--- src/rtl/bcd_to_number_if.sv ---
// bcd_to_number_if: input digit transfer and result transfer of the BCD
// converter, each with its own valid/ready pair.
//   master: digit source / result sink (testbench or entry logic)
//   slave : the converter
interface bcd_to_number_if #(
  parameter int NDIG  = 6,
  parameter int OUT_W = 20
);
  logic [4*NDIG-1:0] bcd;
  logic              in_valid;
  logic              in_ready;
  logic [OUT_W-1:0]  num;
  logic              out_valid;
  logic              out_ready;
  logic              err;

  modport master (
    output bcd, in_valid, out_ready,
    input  in_ready, num, out_valid, err
  );

  modport slave (
    input  bcd, in_valid, out_ready,
    output in_ready, num, out_valid, err
  );
endinterface

--- src/rtl/bcd_to_number.sv ---
// bcd_to_number: packed BCD digits -> binary, one digit per clock,
// most-significant digit first, via acc = acc*10 + digit.
// Flow: IDLE (accept) -> CONV (NDIG cycles) -> DONE (hold until out_ready).
// Optional digit check: define BCD_TO_NUMBER_DIGIT_CHECK_EN to flag digits
// > 9 (result forced to 0, err = 1). Without it err is tied low and digits
// 10..15 are folded in as plain binary values.
// OUT_W must be >= 4 and large enough for 10^NDIG - 1.
module bcd_to_number #(
  parameter int NDIG  = 6,
  parameter int OUT_W = 20
) (
  input  logic              clk,
  input  logic              rst,
  bcd_to_number_if.slave    bus
);
  localparam int CW = (NDIG > 1) ? $clog2(NDIG) : 1;
  localparam logic [CW-1:0] LAST = CW'(NDIG - 1);

  typedef enum logic [1:0] {IDLE, CONV, DONE} state_t;

  state_t            state;
  logic [4*NDIG-1:0] sh;
  logic [OUT_W-1:0]  acc;
  logic [CW-1:0]     cnt;
  logic [OUT_W-1:0]  num;
  logic              in_ready;
  logic              out_valid;
  logic [3:0]        digit;
  logic [OUT_W-1:0]  acc_nxt;

  // Top nibble of the shift register is always the next digit to fold in.
  assign digit   = sh[4*NDIG-1 -: 4];
  assign acc_nxt = (acc << 3) + (acc << 1) + {{(OUT_W-4){1'b0}}, digit};

  assign bus.in_ready  = in_ready;
  assign bus.out_valid = out_valid;
  assign bus.num       = num;

`ifdef BCD_TO_NUMBER_DIGIT_CHECK_EN
  logic err_flag;
  logic err_r;
  logic bad;
  // Running error including the digit being folded this cycle, so the last
  // digit is covered in the same edge that enters DONE.
  assign bad     = (digit > 4'd9);
  assign bus.err = err_r;
`else
  assign bus.err = 1'b0;
`endif

  // Control FSM plus datapath; all handshake outputs are registered.
  always_ff @(posedge clk) begin
    if (rst) begin
      state     <= IDLE;
      in_ready  <= 1'b1;
      out_valid <= 1'b0;
      num       <= '0;
      acc       <= '0;
      cnt       <= '0;
      sh        <= '0;
`ifdef BCD_TO_NUMBER_DIGIT_CHECK_EN
      err_flag  <= 1'b0;
      err_r     <= 1'b0;
`endif
    end else begin
      case (state)
        IDLE: begin
          // in_ready is high for the whole of IDLE, so valid alone accepts.
          if (bus.in_valid) begin
            sh       <= bus.bcd;
            acc      <= '0;
            cnt      <= '0;
            in_ready <= 1'b0;
            state    <= CONV;
`ifdef BCD_TO_NUMBER_DIGIT_CHECK_EN
            err_flag <= 1'b0;
            err_r    <= 1'b0;
`endif
          end
        end
        CONV: begin
          acc <= acc_nxt;
          sh  <= sh << 4;
          cnt <= cnt + 1'b1;
`ifdef BCD_TO_NUMBER_DIGIT_CHECK_EN
          err_flag <= err_flag | bad;
`endif
          if (cnt == LAST) begin
            state     <= DONE;
            out_valid <= 1'b1;
`ifdef BCD_TO_NUMBER_DIGIT_CHECK_EN
            num   <= (err_flag | bad) ? '0 : acc_nxt;
            err_r <= err_flag | bad;
`else
            num   <= acc_nxt;
`endif
          end
        end
        DONE: begin
          // Result and err hold until consumed; num keeps its value in IDLE.
          if (bus.out_ready) begin
            out_valid <= 1'b0;
            in_ready  <= 1'b1;
            state     <= IDLE;
          end
        end
        default: begin
          state     <= IDLE;
          in_ready  <= 1'b1;
          out_valid <= 1'b0;
        end
      endcase
    end
  end
endmodule

--- src/flat_wrapper.sv ---
// flat-port wrapper written by rule: the top's interface ports become plain ports
module bcd_to_number_flat 
#(
  parameter int NDIG  = 6,
  parameter int OUT_W = 20
)
  (clk, rst, bus_bcd, bus_in_valid, bus_out_ready, bus_in_ready, bus_num, bus_out_valid, bus_err);
  bcd_to_number_if #(.NDIG(NDIG), .OUT_W(OUT_W)) bus_i ();
  input  logic clk;
  input  logic rst;
  input wire logic [$bits(bus_i.bcd)-1:0] bus_bcd;
  input wire logic [$bits(bus_i.in_valid)-1:0] bus_in_valid;
  input wire logic [$bits(bus_i.out_ready)-1:0] bus_out_ready;
  output wire logic [$bits(bus_i.in_ready)-1:0] bus_in_ready;
  output wire logic [$bits(bus_i.num)-1:0] bus_num;
  output wire logic [$bits(bus_i.out_valid)-1:0] bus_out_valid;
  output wire logic [$bits(bus_i.err)-1:0] bus_err;
  assign bus_i.bcd = bus_bcd;
  assign bus_i.in_valid = bus_in_valid;
  assign bus_i.out_ready = bus_out_ready;
  assign bus_in_ready = bus_i.in_ready;
  assign bus_num = bus_i.num;
  assign bus_out_valid = bus_i.out_valid;
  assign bus_err = bus_i.err;
  bcd_to_number #(.NDIG(NDIG), .OUT_W(OUT_W)) u_core (.clk(clk), .rst(rst), .bus(bus_i));
endmodule
--- config.mk ---
export PLATFORM = sky130hd
export DESIGN_NAME = bcd_to_number_flat
export DESIGN_NICKNAME = d
export VERILOG_FILES = /design/src/rtl/bcd_to_number_if.sv /design/src/rtl/bcd_to_number.sv /design/src/flat_wrapper.sv
export SDC_FILE = /design/constraint.sdc
export NUM_CORES = 1
export LEC_CHECK = 0
export CAP_MARGIN = 20
export CORE_MARGIN = 4
export CORE_UTILIZATION = 51
export DETAILED_ROUTE_END_ITERATION = 8
export PLACE_DENSITY = 0.77
export SLEW_MARGIN = 20
export SYNTH_ARGS = -nofsm -noshare
export SYNTH_HDL_FRONTEND = slang
export SYNTH_SLANG_ARGS = --single-unit
--- constraint.sdc ---
create_clock -name clk -period 2.45 [get_ports clk]
set_clock_uncertainty 0.05 [all_clocks]
set_input_delay 0.245 -clock clk [delete_from_list [all_inputs] [get_ports clk]]
set_output_delay 0.245 -clock clk [all_outputs]
set_load 0.01 [all_outputs]
==> impl_metrics.yaml, run 1 <==
drt:
  drc: 0
  drt-total-wl_um: 9870
  drt-initial-drc-count: 183
  drt_first_pass_iters: 4
  wire_per_inst_um: 14.6
  ant_nets: 0
  vias: 3688
  vias_per_cell: 5.46
floorplan:
  dieHeight_um: 97.7
  fp.dieW_um: 97.7
  coreArea_um2: 7770
  boundaryPins: 51
  start_util_pct: 52.9
  rows: 32
  dieArea_um2: 9550
sta:
  max_clock_freq_ghz: 0.377
  fin_crit_ns: 2.65
  hold_slack_ns: 0.235
  max-slew-margin-rel_pct: 52.4
  setup_tns_ns: -1.76
  max_slew.worst_pin.slew_ns: 0.712
  final-hold-violation-count: 0
  final-setup-viol-count: 15
  slew_violations: 0
  rsz0062_at_grt: "yes"
  postLayoutSetupSlackWorst_ns: -0.200
  timing.final.crit_share_pct: 108
power:
  p_int_w: 0.00182
  p_switching_w: 0.000695
  powerDensity_nw_per_um2: 491
  swShare_pct: 27.7
  sequentialPowerShare_pct: 48.1
  combPwrFrac_pct: 13.2
  p_leak_nw: 2.22
  peakVddDrop_mv: 0.417
  clkPwrFrac_pct: 38.7
  power.total_w: 0.00251
min_path:
  hp-class: "in -> reg"
layout:
  fin_area_um2: 5110
  ff_latch_area_um2: 1400
  multi_input_area_um2: 2580
  diodes: 0
  utilization_pct: 65.8
  nets: 635
  layout-drive-gt1-share_pct: 15.2
  synthToLayoutAreaGrowth_pct: 24.6
  nFillCells: 660
worst_setup_path:
  end_kind: "flip-flop"
  endpoint: "u_core.acc[13]$_SDFFE_PP0P_"
  path_cells: "inv_2 -> fa_1 -> inv_2 -> ha_4 -> a211oi_4 -> o211ai_4 -> a2111o_1 -> a21o_1 -> a32o_1"
  cp.required_ns: 2.65
  worstPathMaxFanout: 4
  startpoint: "u_core.acc[2]$_SDFFE_PP0P_"
  cp.depth: 9
  cp_common_cell: "inv_2"
  r2r_start: "u_core.acc[2]$_SDFFE_PP0P_"
  worst_path_max_delay_cell: "fa_1"
  r2r_end: "u_core.acc[13]$_SDFFE_PP0P_"
  slowest_delay_ns: 0.58
  cp-start-kind: "flip-flop"
  cp.buffers_inverters: 2
  critPathTopFamily: "compound AO/OA/AOI/OAI gates"
  r2r_cells: 9
  timing_worst_setup_path_type: "reg -> reg"
  reg2reg_setup_slack_ns: -0.20
  cp.arrival_ns: 2.85
grt:
  antenna_found_initial: 0
  grtUsageTotal_pct: 20.2
  grt_max_degree: 51
  grt_pass1_wl_um: 16100
  grt_pass1_vias: 3439
  grt-ovfl-total: 0
placement:
  gp_congestion: 0.902
  placed_area_um2: 4770
  portBuffers: 49
  hpwl_um: 6870
synthesis:
  synthTopCellsByCount: "nor2_1, dfxtp_1, a21oi_1"
  synth-edff-count: 0
  async_flop_share_pct: 0
  yosys_warnings: 0
  ys_ff_latch: 70
  synth_cell_types: 61
  synthMostInstantiatedCell: "nor2_1"
  syn-mean-instance-area_um2: 8.08
  seq_area_frac_synth_pct: 34.1
  synth_area_leader_cell: "dfxtp_1"
  synthCells: 508
  synth_ff_type: "dfxtp_1"
  yosysTopAreaCellShare_pct: 34.1
  synthesis.area_um2: 4110
  synth_nets: 574
  synthTopCellsByArea: "dfxtp_1, ha_1, nor2_1"
job:
  cap_violations: 0
cts:
  path_clk_slew_ns: 0.08
  cts_buffers: 9
  ctsHtreeMaxLevel: 3
  clock-root-buffer: "clkbuf_8"
  cts_tree: "yes"
  clockBufferDepth: 2
  clock_latency_ns: 0.36
  hold_buffers: 0
  clock-sinks: 70
run_status:
  failed_checks: "negative setup slack"
  status: "finished with violations"
[metrics by stage]
| step | cells | setup WS, ns |
|---|---|---|
| after floorplan | 508 | -0.123 |
| after CTS | 672 | -0.146 |
| after global placement | 654 | -0.200 |
| final | 676 | -0.200 |
| after global routing | 676 | -0.305 |
| after detailed placement | 654 | -0.200 |
[registers in the layout (all words and copies together), names as in the netlist]
| signal | cells |
|---|---|
| u_core.sh | 24 |
| u_core.bus.num | 20 |
| u_core.acc | 19 |
| u_core.cnt | 3 |
| u_core.state | 2 |
| u_core.bus.in_ready | 1 |
| u_core.bus.out_valid | 1 |
[power by group through the flow]
stage / clock network (W) / logic, W / registers [W]
after detailed placement: 0 / 0.000323 / 0.00123
after global placement: 0 / 0.000317 / 0.00123
final: 0.000971 / 0.000332 / 0.00121
after floorplan: 0 / 0.000215 / 0.00123
after global routing: 0.00104 / 0.000371 / 0.00121
after CTS: 0.000988 / 0.000328 / 0.00121
[worst register-to-register path, cell delays in order (launching register included)]
cell	delay [ns]
dfxtp_2	0.34
inv_2	0.04
fa_1	0.58
inv_2	0.06
ha_4	0.22
a211oi_4	0.27
o211ai_4	0.13
a2111o_1	0.46
a21o_1	0.18
a32o_1	0.21
[cells in the final DEF, fill, tap and decap left out, types with 5 or more instances in the layout]
master           instances
nand3_1                  6
nor2b_1                 25
ha_1                    34
xnor2_1                  7
xor2_1                   5
a21oi_2                  6
a21oi_1                 57
clkbuf_8                 9
clkdlybuf4s50_1         48
a22oi_1                  9
inv_1                   11
dfxtp_1                 68
nand2_1                 41
nor2_1                  92
a22o_1                   7
buf_4                   30
nor3_1                  23
[layer usage]
| metal | track usage [%] | share of wire (%) | up-vias |
|---|---|---|---|
| met5 | 0 | 0 | - |
| met4 | 5.75 | 1.4 | 0 |
| met3 | 4.24 | 5.6 | 12 |
| met2 | 34.1 | 49 | 81 |
| met1 | 26.0 | 44 | 1710 |
| li1 | - | - | 1885 |
[cell families (layout without fill, tap and decap cells)]
kind of cell	count (synthesis)	after routing	share of synthesized area, %
compound gates	125	125	20.9
fa+ha+maj	38	38	11.9
mux	1	1	0.244
other cells	1	1	0.0913
simple gates	214	214	24.2
xor+xnor	14	14	2.99
flops	70	70	34.1
buf+inv	45	111	5.55
[repair_timing]
item | in CTS | in global routing
buffers inserted | 2 | 4
setup endpoints to repair | 16 | 23
resized for setup | 1 | 16
pin swaps | 7 | 13
[how the worst min path moves through the flow]
stage / startpoint / to / slack (ns) / depth (start not counted)
floorplan: bus_out_ready / u_core.bus.in_ready$_SDFFE_PP1P_ / 0.34 / 2
global placement: u_core.bus.num[8]$_SDFFE_PP0P_ / u_core.bus.num[8]$_SDFFE_PP0P_ / 0.39 / 2
detailed placement: u_core.bus.num[7]$_SDFFE_PP0P_ / u_core.bus.num[7]$_SDFFE_PP0P_ / 0.40 / 2
CTS: rst / u_core.cnt[2]$_SDFFE_PP0P_ / 0.22 / 2
global route: rst / u_core.cnt[1]$_SDFFE_PP0P_ / 0.24 / 2
finish: rst / u_core.cnt[1]$_SDFFE_PP0P_ / 0.24 / 2
[cell type report]
type / count / share of cell area (%)
Clock buffer: 9 / 2.42
Clock inverter: 7 / 1.59
Inverter: 13 / 0.954
Multi-Input combinational cell: 393 / 50.5
Sequential cell: 70 / 27.5
Tap cell: 102 / 2.50
Timing Repair Buffer: 82 / 14.6
No activity file was read; power rests on OpenSTA's default activity.
==> run 2: changes to the inputs <==
--- a/config.mk
+++ b/config.mk
@@ -5,11 +5,12 @@
 export SDC_FILE = /design/constraint.sdc
 export NUM_CORES = 1
 export LEC_CHECK = 0
-export CAP_MARGIN = 20
+export ABC_AREA = 1
+export CAP_MARGIN = 15
 export CORE_MARGIN = 4
-export CORE_UTILIZATION = 51
+export CORE_UTILIZATION = 50
 export DETAILED_ROUTE_END_ITERATION = 8
-export PLACE_DENSITY = 0.77
+export PLACE_DENSITY = 0.76
 export SLEW_MARGIN = 20
 export SYNTH_ARGS = -nofsm -noshare
 export SYNTH_HDL_FRONTEND = slang
==> run 2 against run 1 <==
The run now ends clean. First-iteration DRC count down 39%. Core utilization is 3.7 points lower. Sequential share of layout area is 1.6 points higher. Flip-flop and latch count is the same. Register-to-register slack gained 0.36 ns. Critical path type unchanged. Total power up 3.7%. Synthesized area fell by 2.2%. Wire length is 3.3% lower.
==> impl_metrics.yaml, run 2 <==
synthesis:
  yosysTopAreaCellShare_pct: 34.9
  ys_ff_latch: 70
  synthMuxAreaShare_pct: 0
  synthesis.area_um2: 4020
  yosys.area_share.adder_pct: 12.2
  synth_area_leader_cell: "dfxtp_1"
  synth_cell_types: 27
  async_flop_share_pct: 0
  seq_area_frac_synth_pct: 34.9
  synthTopCellsByCount: "nand2_1, a21oi_1, dfxtp_1"
  synthCells: 569
  synthTopCellsByArea: "dfxtp_1, nand2_1, ha_1"
  yosys_warnings: 0
  yosys.area_share.simple_pct: 25.4
  synth-xor-area-share_pct: 1.96
  synth_nets: 635
  synth_top_family_by_area: "simple AND/OR/NAND/NOR gates"
  synth-edff-count: 0
  synth_ff_type: "dfxtp_1"
  synthMostInstantiatedCell: "nand2_1"
  synth_compound_area_share_pct: 15.5
  syn-mean-instance-area_um2: 7.06
worst_setup_path:
  worstPathMaxFanout: 2
  r2r_end: "u_core.bus.num[19]$_SDFFE_PP0P_"
  timing_worst_setup_path_type: "reg -> reg"
  reg2reg_setup_slack_ns: 0.16
  r2r_cells: 12
  r2r_start: "u_core.acc[0]$_SDFFE_PP0P_"
  cp.required_ns: 2.69
  end_kind: "flip-flop"
  cp.arrival_ns: 2.53
  cp-start-kind: "flip-flop"
layout:
  biggestRegsByFlops: "u_core.sh (24), u_core.bus.num (20), u_core.acc (19)"
  diodes: 0
  layout_commonest_cell: "nand2_1"
  top_register: "u_core.sh"
  final_cell_mix: "nand2_1, a21oi_1, dfxtp_1"
  layout-drive-gt1-share_pct: 9.09
  nets: 677
  largest_register_ffs: 24
  utilization_pct: 62.1
  synthToLayoutAreaGrowth_pct: 20.2
  final_cells: 718
grt:
  grt_max_degree: 48
  grt_pass1_vias: 3704
  grt-ovfl-total: 0
  antenna_found_initial: 0
  grtUsageTotal_pct: 20.4
  grt_pass1_wl_um: 16200
floorplan:
  dieArea_um2: 9530
  boundaryPins: 51
  start_util_pct: 51.7
  dieHeight_um: 97.6
  fp.dieW_um: 97.6
  rows: 32
  coreArea_um2: 7770
cts:
  cts_buffers: 9
  path_clk_slew_ns: 0.08
  clock-sinks: 70
  hold_buffers: 0
  clockBufferDepth: 2
  ctsHtreeMaxLevel: 3
  cts_tree: "yes"
  clock-root-buffer: "clkbuf_8"
  clock_latency_ns: 0.36
drt:
  drt-initial-drc-count: 112
  ant_nets: 0
  drc: 0
  vias_per_cell: 5.18
  drt-total-wl_um: 9540
  drt_first_pass_iters: 4
  wire_per_inst_um: 13.3
  vias: 3716
min_path:
  whs_path_depth: 3
  holdPathEnd: "u_core.sh[1]$_SDFFE_PP0P_"
  min_from: "bus_bcd[1]"
  hp-class: "in -> reg"
sta:
  max-slew-margin-rel_pct: 58.3
  max_slew.worst_pin.slew_ns: 0.624
  rsz0062_at_grt: "yes"
  slew_violations: 0
  timing.final.crit_share_pct: 93.7
  fin_crit_ns: 2.29
  max_clock_freq_ghz: 0.436
  hold_slack_ns: 0.406
  final-setup-viol-count: 0
  final-hold-violation-count: 0
power:
  peakVddDrop_mv: 0.376
  sequentialPowerShare_pct: 47.0
  p_switching_w: 0.000702
  clkPwrFrac_pct: 41.4
  p_int_w: 0.00190
  p_leak_nw: 2.29
  swShare_pct: 27.0
  combPwrFrac_pct: 11.6
  power.total_w: 0.00260
  powerDensity_nw_per_um2: 539
job:
  cap_violations: 0
placement:
  hpwl_um: 6780
  dp.cells: 701
  gp_congestion: 0.880
  portBuffers: 49
run_status:
  status: "complete, no violations"
[run 2: final cells by class]
type	count	area [µm²]
multi-input combinational	407	2280
clock inverter	7	103
clock buffer	9	124
tap	102	128
timing repair buffer	55	536
fill	676	2940
sequential	70	1400
inverter	68	255
[run 2: how the worst max path moves through the flow]
stage,startpoint,to,slack (ns),cells after the start
floorplan,u_core.acc[0]$_SDFFE_PP0P_,u_core.bus.num[16]$_SDFFE_PP0P_,0.19,14
finish,u_core.acc[0]$_SDFFE_PP0P_,u_core.bus.num[19]$_SDFFE_PP0P_,0.16,12
global route,u_core.acc[0]$_SDFFE_PP0P_,u_core.bus.num[19]$_SDFFE_PP0P_,-0.03,12
global placement,u_core.acc[2]$_SDFFE_PP0P_,u_core.bus.num[18]$_SDFFE_PP0P_,0.06,14
CTS,u_core.acc[0]$_SDFFE_PP0P_,u_core.acc[7]$_SDFFE_PP0P_,0.03,11
detailed placement,u_core.acc[0]$_SDFFE_PP0P_,u_core.bus.num[14]$_SDFFE_PP0P_,-0.004,14
[run 2: kinds of logic after synthesis]
| family | Yosys count |
|---|---|
| simple gates | 242 |
| compound gates | 117 |
| fa+ha+maj | 38 |
| other cells | 1 |
| flops | 70 |
| buf+inv | 92 |
| xor+xnor | 9 |
[run 2: what timing repair did]
item                                    CTS  global route
resized for setup                         1            20
endpoints found under the setup margin    6            23
pin swaps                                 0             4
gates cloned                              0             0
setup buffers                             0             1
[run 2: critical path, cell delays in order (launching register included)]
cell and delay (ns):
dfxtp_1 0.34, inv_1 0.06, fa_1 0.59, inv_1 0.06, ha_1 0.31, nand2_1 0.07, nor2_1 0.10, nand3_1 0.13
nand3_2 0.11, nand2_1 0.07, a21oi_1 0.17, nor2_2 0.07, nor2_1 0.10
[run 2: metal layers]
metal	global-route usage (%)	part of all wire [%]
met4	6.92	1.4
met3	4.52	3.4
met2	35.7	48
met5	0	0
met1	24.5	47
[run 2: power groups by stage]
stage	sequential (W)	clock (W)	combinational (W)
final	0.00122	0.00108	0.000303
after detailed placement	0.00125	0	0.000294
after CTS	0.00122	0.00109	0.000297
after floorplan	0.00124	0	0.000210
after global routing	0.00123	0.00114	0.000337
after global placement	0.00125	0	0.000288
[run 2: stage by stage]
step	instance area (µm²)	setup WS (ns)	TNS, ns
floorplan	4020	0.188	0
CTS	4750	0.0267	0
global route	4830	-0.0342	-0.0632
detailed placement	4530	-0.00391	-0.00709
finish	4830	0.155	0
global placement	4530	0.0612	0
==> run 3: changes to the inputs <==
--- a/config.mk
+++ b/config.mk
@@ -10,7 +10,7 @@
 export CORE_MARGIN = 4
 export CORE_UTILIZATION = 50
 export DETAILED_ROUTE_END_ITERATION = 8
-export PLACE_DENSITY = 0.76
+export PLACE_DENSITY = 0.74
 export SLEW_MARGIN = 20
 export SYNTH_ARGS = -nofsm -noshare
 export SYNTH_HDL_FRONTEND = slang
==> run 3 against run 2 <==
Fmax fell by 1.9%. Worst setup slack got worse by 0.044 ns. Critical path depth rose by 3. Sequential power barely moved. Cell count fell by 0.14%. Sequential share of layout area rose by 0.060 points. Largest power group unchanged. Clock power barely moved. Die area did not move. Final area fell by 0.21%.
==> impl_metrics.yaml, run 3 (synthesis results as in run 2) <==
drt:
  drc: 0
  highest_layer: "met4"
  drt_first_pass_iters: 4
  drt-total-wl_um: 9480
  wire_per_inst_um: 13.2
  drt-initial-drc-count: 121
  wl_met1_um: 4130
  vias_per_cell: 5.24
  wl_met3_um: 438
  vias: 3760
  ant_nets: 0
  wl_met2_um: 4810
sta:
  slew_violations: 0
  max-slew-margin-rel_pct: 60.2
  final-hold-violation-count: 0
  fin_crit_ns: 2.34
  setup_tns_ns: 0
  max_clock_freq_ghz: 0.428
  timing.final.crit_share_pct: 95.5
  final-setup-viol-count: 0
  hold_slack_ns: 0.402
  max_slew.worst_pin.slew_ns: 0.596
worst_setup_path:
  startpoint: "u_core.acc[1]$_SDFFE_PP0P_"
  r2r_end: "u_core.bus.num[16]$_SDFFE_PP0P_"
  reg2reg_setup_slack_ns: 0.11
  worst_path_max_delay_cell: "fa_2"
  cp-start-kind: "flip-flop"
  cp.depth: 15
  r2r_start: "u_core.acc[1]$_SDFFE_PP0P_"
  r2r_cells: 15
  critPathTopFamily: "adder cells"
  worstPathMaxFanout: 3
  cp.arrival_ns: 2.55
  timing_worst_setup_path_type: "reg -> reg"
  cp_common_cell: "nand2_1"
  cp.required_ns: 2.66
  end_kind: "flip-flop"
  cp.buffers_inverters: 2
  slowest_delay_ns: 0.40
  path_cells: "ha_1 -> ha_2 -> inv_1 -> fa_2 -> nand3b_1 -> nand2_2 -> nand2_1 -> nand2_2 -> nand2_1 -> nand2_1 -> nand2_1 -> nand2_1 -> nand2_1 -> nand2_1 -> inv_1"
power:
  powerDensity_nw_per_um2: 538
  peakVddDrop_mv: 0.571
  p_switching_w: 0.000692
  p_int_w: 0.00190
  combPwrFrac_pct: 11.4
  sequentialPowerShare_pct: 47.1
  p_leak_nw: 2.28
  clkPwrFrac_pct: 41.4
  power.total_w: 0.00259
  swShare_pct: 26.7
cts:
  clock-root-buffer: "clkbuf_8"
  cts_tree: "yes"
  path_clk_slew_ns: 0.08
  ctsHtreeMaxLevel: 3
  clockBufferDepth: 2
  hold_buffers: 0
  clock_latency_ns: 0.35
  clock-sinks: 70
  cts_buffers: 9
  cts_setup_buffers: 0
floorplan:
  coreArea_um2: 7770
  dieHeight_um: 97.6
  dieArea_um2: 9530
  boundaryPins: 51
  rows: 32
  fp.dieW_um: 97.6
  start_util_pct: 51.7
placement:
  hpwl_um: 6860
  dp.cells: 701
  gp_congestion: 0.884
  portBuffers: 49
job:
  cap_violations: 0
grt:
  grt_pass1_vias: 3686
  grt_max_degree: 48
  antenna_found_initial: 0
  grt-ovfl-total: 0
  grtUsageTotal_pct: 21.0
  grt_pass1_wl_um: 16600
layout:
  nFillCells: 711
  multi_input_area_um2: 2260
  nets: 676
  final_cells: 717
  layout_commonest_cell: "nand2_1"
  diodes: 0
  layout-drive-gt1-share_pct: 8.13
  synthToLayoutAreaGrowth_pct: 19.9
  largest_register_ffs: 24
  biggestRegsByFlops: "u_core.sh (24), u_core.bus.num (20), u_core.acc (19)"
  top_register: "u_core.sh"
  utilization_pct: 62.0
  ff_latch_area_um2: 1400
  final_cell_mix: "nand2_1, a21oi_1, dfxtp_1"
min_path:
  min_from: "bus_bcd[3]"
  hp-class: "in -> reg"
  holdPathEnd: "u_core.sh[3]$_SDFFE_PP0P_"
  whs_path_depth: 3
run_status:
  status: "complete, no violations"
[run 3: changes by cell type in the layout (fill, tap and decap cells not counted), moves of 2 or more]
cell,previous run,this run
nand2_2,10,8
nand3_2,4,1
nand2_1,163,165
nand3_1,19,22
clkinv_4,1,3
buf_4,6,4
[run 3: worst max-delay path by stage]
stage                                       to  slack (ns)
2_1_floorplan  u_core.bus.num[16]$_SDFFE_PP0P_        0.19
3_3_place_gp   u_core.bus.num[18]$_SDFFE_PP0P_        0.05
3_5_place_dp   u_core.bus.num[12]$_SDFFE_PP0P_       -0.03
4_1_cts        u_core.bus.num[18]$_SDFFE_PP0P_        0.03
5_1_grt        u_core.bus.num[16]$_SDFFE_PP0P_       -0.03
6_report       u_core.bus.num[16]$_SDFFE_PP0P_        0.11
[run 3: cell type report]
| cell class | count | share of cell area (%) |
|---|---|---|
| multi-input combinational | 407 | 46.9 |
| inverter | 68 | 5.30 |
| timing repair buffer | 54 | 11.2 |
| sequential | 70 | 29.2 |
| tap | 102 | 2.65 |
| clock buffer | 9 | 2.57 |
| clock inverter | 7 | 2.16 |
[run 3: tightest hold or removal path, stage by stage]
cell and delay (ns):
clkdlybuf4s50_1 0.39, nand2_1 0.06, a21oi_1 0.06
[run 3: repair_timing]
item / in CTS / in global routing
resized for setup: 3 / 13
setup endpoints to repair: 9 / 23
pin swaps: 0 / 3
[run 3: per-layer routing]
layer / vias to the layer above / GRT usage [%]
li1: 1932 / -
met1: 1746 / 25.0
met2: 73 / 36.6
met3: 9 / 5.67
met4: 0 / 6.92
met5: - / 0
[run 3: stage by stage]
step                      cell area [µm²]  setup slack (ns)
after floorplan                      4020             0.188
after global placement               4540            0.0463
after detailed placement             4540           -0.0293
after CTS                            4780            0.0291
after global routing                 4820           -0.0316
final                                4820             0.111
[run 3: power groups by stage]
| stage | registers [W] | clock network [W] | logic, W |
|---|---|---|---|
| global route | 0.00123 | 0.00114 | 0.000335 |
| floorplan | 0.00124 | 0 | 0.000210 |
| global placement | 0.00125 | 0 | 0.000287 |
| detailed placement | 0.00125 | 0 | 0.000293 |
| CTS | 0.00122 | 0.00109 | 0.000296 |
| finish | 0.00122 | 0.00107 | 0.000296 |
